**config.mk**
```make
export PLATFORM = sky130hd
export DESIGN_NAME = prio_rr_arbiter
export DESIGN_NICKNAME = d
export VERILOG_FILES = /design/src/rtl/prio_rr_arbiter_pkg.sv /design/src/rtl/prio_enc_core.sv /design/src/rtl/prio_rr_arbiter.sv
export SDC_FILE = /design/constraint.sdc
export NUM_CORES = 1
export LEC_CHECK = 0
export CAP_MARGIN = 20
export CORE_MARGIN = 2
export CORE_UTILIZATION = 25
export DETAILED_ROUTE_END_ITERATION = 10
export HOLD_SLACK_MARGIN = 0.03
export REMOVE_ABC_BUFFERS = 1
export SLEW_MARGIN = 10
export SYNTH_ARGS = -nofsm -noshare
export SYNTH_HDL_FRONTEND = slang
export SYNTH_SLANG_ARGS = --single-unit
```
**constraint.sdc**
```tcl
create_clock -name clk -period 3.75 [get_ports clk]
set_input_delay 0.75 -clock clk [delete_from_list [all_inputs] [get_ports clk]]
set_output_delay 0.75 -clock clk [all_outputs]
set_load 0.03 [all_outputs]
```
**src/rtl/prio_rr_arbiter_pkg.sv**
```systemverilog
// prio_pkg: shared types and helpers for the priority / round-robin arbiter.
//   state_t    - arbiter FSM state (IDLE, GRANT)
//   MODE_FIXED - mode value selecting fixed priority (highest index wins)
//   MODE_RR    - mode value selecting round-robin priority
//   clog2()    - ceiling log2, usable in parameter expressions
package prio_pkg;

    typedef enum logic {
        IDLE  = 1'b0,
        GRANT = 1'b1
    } state_t;

    localparam logic MODE_FIXED = 1'b0;
    localparam logic MODE_RR    = 1'b1;

    // Smallest r with 2**r >= v, never less than 1 so index ports stay at least 1 bit wide.
    function automatic int clog2(input int v);
        int r;
        r = 1;
        while ((1 << r) < v) r++;
        return r;
    endfunction

endpackage

```
**src/rtl/prio_enc_core.sv**
```systemverilog
// prio_enc_core: combinational rotated priority encoder.
//   req     [N-1:0] request vector
//   ptr     [W-1:0] highest-priority position in round-robin mode (0..N-1)
//   mode            MODE_FIXED: highest set index wins; MODE_RR: search ptr, ptr-1, .., 0, N-1, .., ptr+1
//   win_idx [W-1:0] winning index (0 when no request)
//   any_req         at least one request bit set
module prio_enc_core
    import prio_pkg::*;
#(
    parameter  int N = 8,
    localparam int W = clog2(N)
) (
    input  logic [N-1:0] req,
    input  logic [W-1:0] ptr,
    input  logic         mode,
    output logic [W-1:0] win_idx,
    output logic         any_req
);

    logic [W-1:0]   base;
    logic [2*N-1:0] dbl;
    logic [N-1:0]   rot;
    logic [W-1:0]   hit;
    logic [W:0]     sum;

    // Fixed priority is the rotated search with the pointer parked at N-1.
    // After shifting {req,req} right by base+1, rot[N-1] is req[base] and
    // rot[j] is req[(base+1+j) mod N], so the highest set bit of rot is the
    // first hit of the descending circular search.
    always_comb begin
        base = (mode == MODE_RR) ? ptr : W'(N - 1);
        dbl  = {req, req};
        rot  = N'(dbl >> ({1'b0, base} + (W+1)'(1)));
        hit  = '0;
        for (int j = 0; j < N; j++) begin
            if (rot[j]) hit = W'(j);
        end
        sum     = {1'b0, base} + {1'b0, hit} + (W+1)'(1);
        win_idx = W'((sum >= (W+1)'(N)) ? sum - (W+1)'(N) : sum);
        any_req = |req;
    end

endmodule

```
**src/rtl/prio_rr_arbiter.sv**
```systemverilog
// prio_rr_arbiter: N-way arbiter with registered grant, hold/release handshake and
// runtime-selectable fixed or round-robin priority.
//   clk, rst        clock; asynchronous active-high reset
//   en              arbitration enable; low blocks new grants and revokes a held grant
//   mode            0 = fixed priority, 1 = round-robin (sampled only when idle)
//   req   [N-1:0]   request vector
//   done            one-cycle release pulse from the granted requester
//   gnt_valid       grant held
//   gnt_idx [W-1:0] granted index (0 when no grant)
//   gnt_onehot[N-1:0] one-hot grant (0 when no grant)
//   busy            mirror of gnt_valid
module prio_rr_arbiter
    import prio_pkg::*;
#(
    parameter  int N = 8,
    localparam int W = clog2(N)
) (
    input  logic         clk,
    input  logic         rst,
    input  logic         en,
    input  logic         mode,
    input  logic [N-1:0] req,
    input  logic         done,
    output logic         gnt_valid,
    output logic [W-1:0] gnt_idx,
    output logic [N-1:0] gnt_onehot,
    output logic         busy
);

    state_t       state, state_n;
    logic [W-1:0] ptr, ptr_n;
    logic         rr_mode, rr_mode_n;
    logic         valid_n;
    logic [W-1:0] idx_n;
    logic [N-1:0] onehot_n;
    logic [W-1:0] win_idx;
    logic         any_req;

    prio_enc_core #(.N(N)) u_enc (
        .req     (req),
        .ptr     (ptr),
        .mode    (mode),
        .win_idx (win_idx),
        .any_req (any_req)
    );

    always_ff @(posedge clk or posedge rst) begin
        if (rst) begin
            state      <= IDLE;
            ptr        <= W'(N - 1);
            rr_mode    <= MODE_FIXED;
            gnt_valid  <= 1'b0;
            gnt_idx    <= '0;
            gnt_onehot <= '0;
        end else begin
            state      <= state_n;
            ptr        <= ptr_n;
            rr_mode    <= rr_mode_n;
            gnt_valid  <= valid_n;
            gnt_idx    <= idx_n;
            gnt_onehot <= onehot_n;
        end
    end

    always_comb begin
        state_n   = state;
        ptr_n     = ptr;
        rr_mode_n = rr_mode;
        valid_n   = gnt_valid;
        idx_n     = gnt_idx;
        onehot_n  = gnt_onehot;
        case (state)
            IDLE: begin
                if (en && any_req) begin
                    state_n   = GRANT;
                    rr_mode_n = mode;   // mode in force for this grant's release
                    valid_n   = 1'b1;
                    idx_n     = win_idx;
                    onehot_n  = {{(N-1){1'b0}}, 1'b1} << win_idx;
                end
            end
            GRANT: begin
                if (!en || done || !req[gnt_idx]) begin
                    state_n  = IDLE;
                    valid_n  = 1'b0;
                    idx_n    = '0;
                    onehot_n = '0;
                    // A revoke (en low) wins over done and leaves the pointer alone.
                    // Otherwise the last winner drops to lowest round-robin priority.
                    if (en && rr_mode == MODE_RR)
                        ptr_n = (gnt_idx == '0) ? W'(N - 1) : gnt_idx - W'(1);
                end
            end
            default: state_n = IDLE;
        endcase
    end

    assign busy = gnt_valid;

endmodule

```
==> impl_metrics.json <==
{
  "slowest_stage": "clkdlybuf4s50_1",
  "synthTopCellsByArea": "dfrtp_1 23%, mux4_2 10%, mux2i_1 5.3%",
  "synth_warnings": 0,
  "drt_first_pass_iters": 4,
  "maxSlewViolCount": 0,
  "clock_latency_ps": 240,
  "synthCells": 157,
  "area_delta_synth_final_pct": 33.3,
  "grt_overflow": 0,
  "cts_setup_buffers": 0,
  "nFillCells": 601,
  "max_stage_delay_ps": 500,
  "cp-start-kind": "input pin",
  "crit_chain": "clkdlybuf4s50_1 -> mux4_2 -> a22oi_1 -> o21ai_0 -> nand3_1 -> a21oi_1 -> ha_1 -> fa_1 -> xnor2_2 -> xnor2_4 -> a32o_1",
  "drtIter0Drc": 33,
  "whs_ps": 482,
  "final.period_utilization_pct": 94.5,
  "critPathCaptureType": "register",
  "hold_class": "reg2reg",
  "die_area_sq_um": 6650,
  "path_class": "in2reg",
  "cts-buffers-inserted": 3,
  "port_buffers": 25,
  "drtAntennaViolNets": 0,
  "cts_sinks": 17,
  "grt_max_degree": 18,
  "drv_cap": 0,
  "synth_seq_cells": 17,
  "dr_total_vias": 1389,
  "syn_area_per_cell_sq_um": 9.57,
  "row_count": 28,
  "status": "finished clean",
  "clock-skew-final_ps": 0.904,
  "drc": 0,
  "stdcell_count": 271,
  "critPathArrivalTime_ps": 3680,
  "syn_area_sq_um": 1500,
  "ctsResizeCount": 0,
  "timing.fmax_ghz": 0.282,
  "fin_nets": 214,
  "async_flop_share_pct": 100,
  "finalWirelength_um": 4040,
  "dp_hpwl_um": 3050,
  "h-tree-depth": 1,
  "synth_edf_count": 0,
  "cp.required_ps": 3880,
  "grt_pass1_vias": 1401,
  "vias_per_cell": 5.13,
  "grt_usage_pct": 12.9,
  "die_y_um": 81.5,
  "route.detailed.wl_per_inst_um": 14.9,
  "top_level_ports": 26,
  "clk_pin_slew_ps": 60,
  "power.density_nw_per_um2": 701,
  "dp.cells": 267,
  "hold_viol_final": 0,
  "finalSetupViolations": 0,
  "cts_tree": "done",
  "crit_fanout": 9,
  "initial_utilization_pct": 25.7,
  "gp_congestion": 0.930,
  "n_antenna_cell": 0,
  "grt_first_pass_wirelength_um": 6780,
  "max_slew_margin_pct": 57.8,
  "finalCriticalPeriod_ps": 3540,
  "drive_above_1_share_pct": 23.5,
  "power_leakage_nw": 0.885,
  "synthFlopType": "dfrtp_1",
  "synth_top_area_cell": "dfrtp_1",
  "synth_top_area_share_pct": 23.3,
  "clock-root-buffer": "clkbuf_8",
  "antenna_found_initial": 0,
  "cts_hold_buffers": 0,
  "ys_types": 52,
  "core_area_sq_um": 5850,
  "die_x_um": 81.5,
  "tightest_slew_ps": 632,
  "ys_seq_area_share_pct": 28.6,
  "vdd_ir_drop_max_v": 0.000475,
  "clock_path_buffers": 2
}
==> Yosys cell counts, types with 4 or more instances <==
| master | instances |
|---|---|
| a21oi_1 | 5 |
| a22o_1 | 4 |
| a22oi_1 | 4 |
| clkbuf_1 | 8 |
| dfrtp_1 | 14 |
| inv_1 | 12 |
| mux2i_1 | 8 |
| mux4_2 | 7 |
| nand2_1 | 17 |
| nor2_1 | 7 |
==> worst max-delay path: cells and delay by family <==
family          cells  cell delay, ps
compound gates      4             790
fa+ha+maj           2             600
buf+inv             1             500
mux                 1             500
xor+xnor            2             440
simple gates        1             100
==> worst paths after layout <==
kind                                 end  slack, ps    start  depth (start not counted)
hold / removal                   rr_mode        480  rr_mode                          2
min in group asynchronous  gnt_onehot[3]        880      rst                          2
setup reg to reg           gnt_onehot[5]        400   ptr[0]                         10
max in group asynchronous           busy       2460      rst                          2
hold reg to reg                  rr_mode        480  rr_mode                          2
setup / recovery           gnt_onehot[5]        210   req[6]                         11
==> cell usage in the layout (no fill, tap or decap), drive strengths merged, types with 2 or more instances in the layout <==
cell / netlist / final
o2bb2ai: 3 / 3
nor4: 2 / 2
nand2b: 4 / 4
nor3b: 3 / 3
buf: 4 / 22
dfstp: 3 / 3
mux4: 7 / 7
dfrtp: 14 / 14
clkdlybuf4s50: 0 / 25
a22o: 4 / 4
a211oi: 2 / 2
nor4bb: 2 / 2
a22oi: 4 / 4
nor3: 3 / 3
xnor2: 2 / 2
a311oi: 3 / 3
nor2: 8 / 8
a2bb2oi: 2 / 2
and3b: 2 / 2
o221ai: 3 / 3
o21ai: 3 / 3
mux2i: 8 / 8
mux2: 3 / 3
a21oi: 5 / 5
nand2: 17 / 17
clkbuf: 8 / 4
inv: 13 / 13
a21o: 2 / 2
ha: 3 / 3
nand3: 3 / 3
a31oi: 3 / 3
==> per-layer routing <==
layer	global-route usage, %	vias to the layer above	wire length, um
met4	2.88	0	45
met5	0	-	0
met2	22.0	43	2040
li1	-	671	-
met1	17.1	671	1780
met3	1.98	4	174
==> power by group <==
part | switching (mW) | total, mW | internal, mW
registers | 0.112 | 0.377 | 0.265
clock network | 0.0565 | 0.132 | 0.0752
logic | 0.459 | 0.895 | 0.436
total | 0.628 | 1.40 | 0.776
==> through the flow <==
| stage | util, % | cell area (sq um) | setup WS, ps | power (mW) | TNS (ps) |
|---|---|---|---|---|---|
| after floorplan | - | 1440 | 588 | 0.923 | 0 |
| after global placement | 33.3 | 1950 | -93.2 | 1.26 | -239 |
| after detailed placement | 33.3 | 1950 | -105 | 1.26 | -291 |
| after CTS | 34.1 | 2000 | 163 | 1.40 | 0 |
| after global routing | 34.2 | 2000 | -33.5 | 1.51 | -33.5 |
| final | 34.2 | 2000 | 207 | 1.40 | 0 |
==> final cells by class <==
type | count | area, sq um | share of cell area (%)
clock buffers | 4 | 45.0 | 2.25
well taps | 75 | 93.8 | 4.68
multi-input cells | 114 | 967 | 48.3
inverters | 14 | 52.6 | 2.62
repair buffers | 47 | 415 | 20.7
flip-flops and latches | 17 | 429 | 21.4
==> kinds of logic (layout without fill, tap and decap cells) <==
family	Yosys count	count (layout)	synth area share [%]
multiplexers	18	18	18.1
adder cells (fa/ha/maj)	4	4	3.83
flip-flops	17	17	28.6
XOR/XNOR	2	2	2.42
buffers and inverters	26	65	7.58
AND/OR/NAND/NOR	48	48	17.9
AO/OA/AOI/OAI	42	42	21.6
==> registers in the layout (all words and copies together) (netlist names) <==
name / cells
gnt_onehot: 8
ptr: 3
gnt_idx: 3
state: 1
busy: 1
rr_mode: 1
Power figures use the tool's default switching activity.
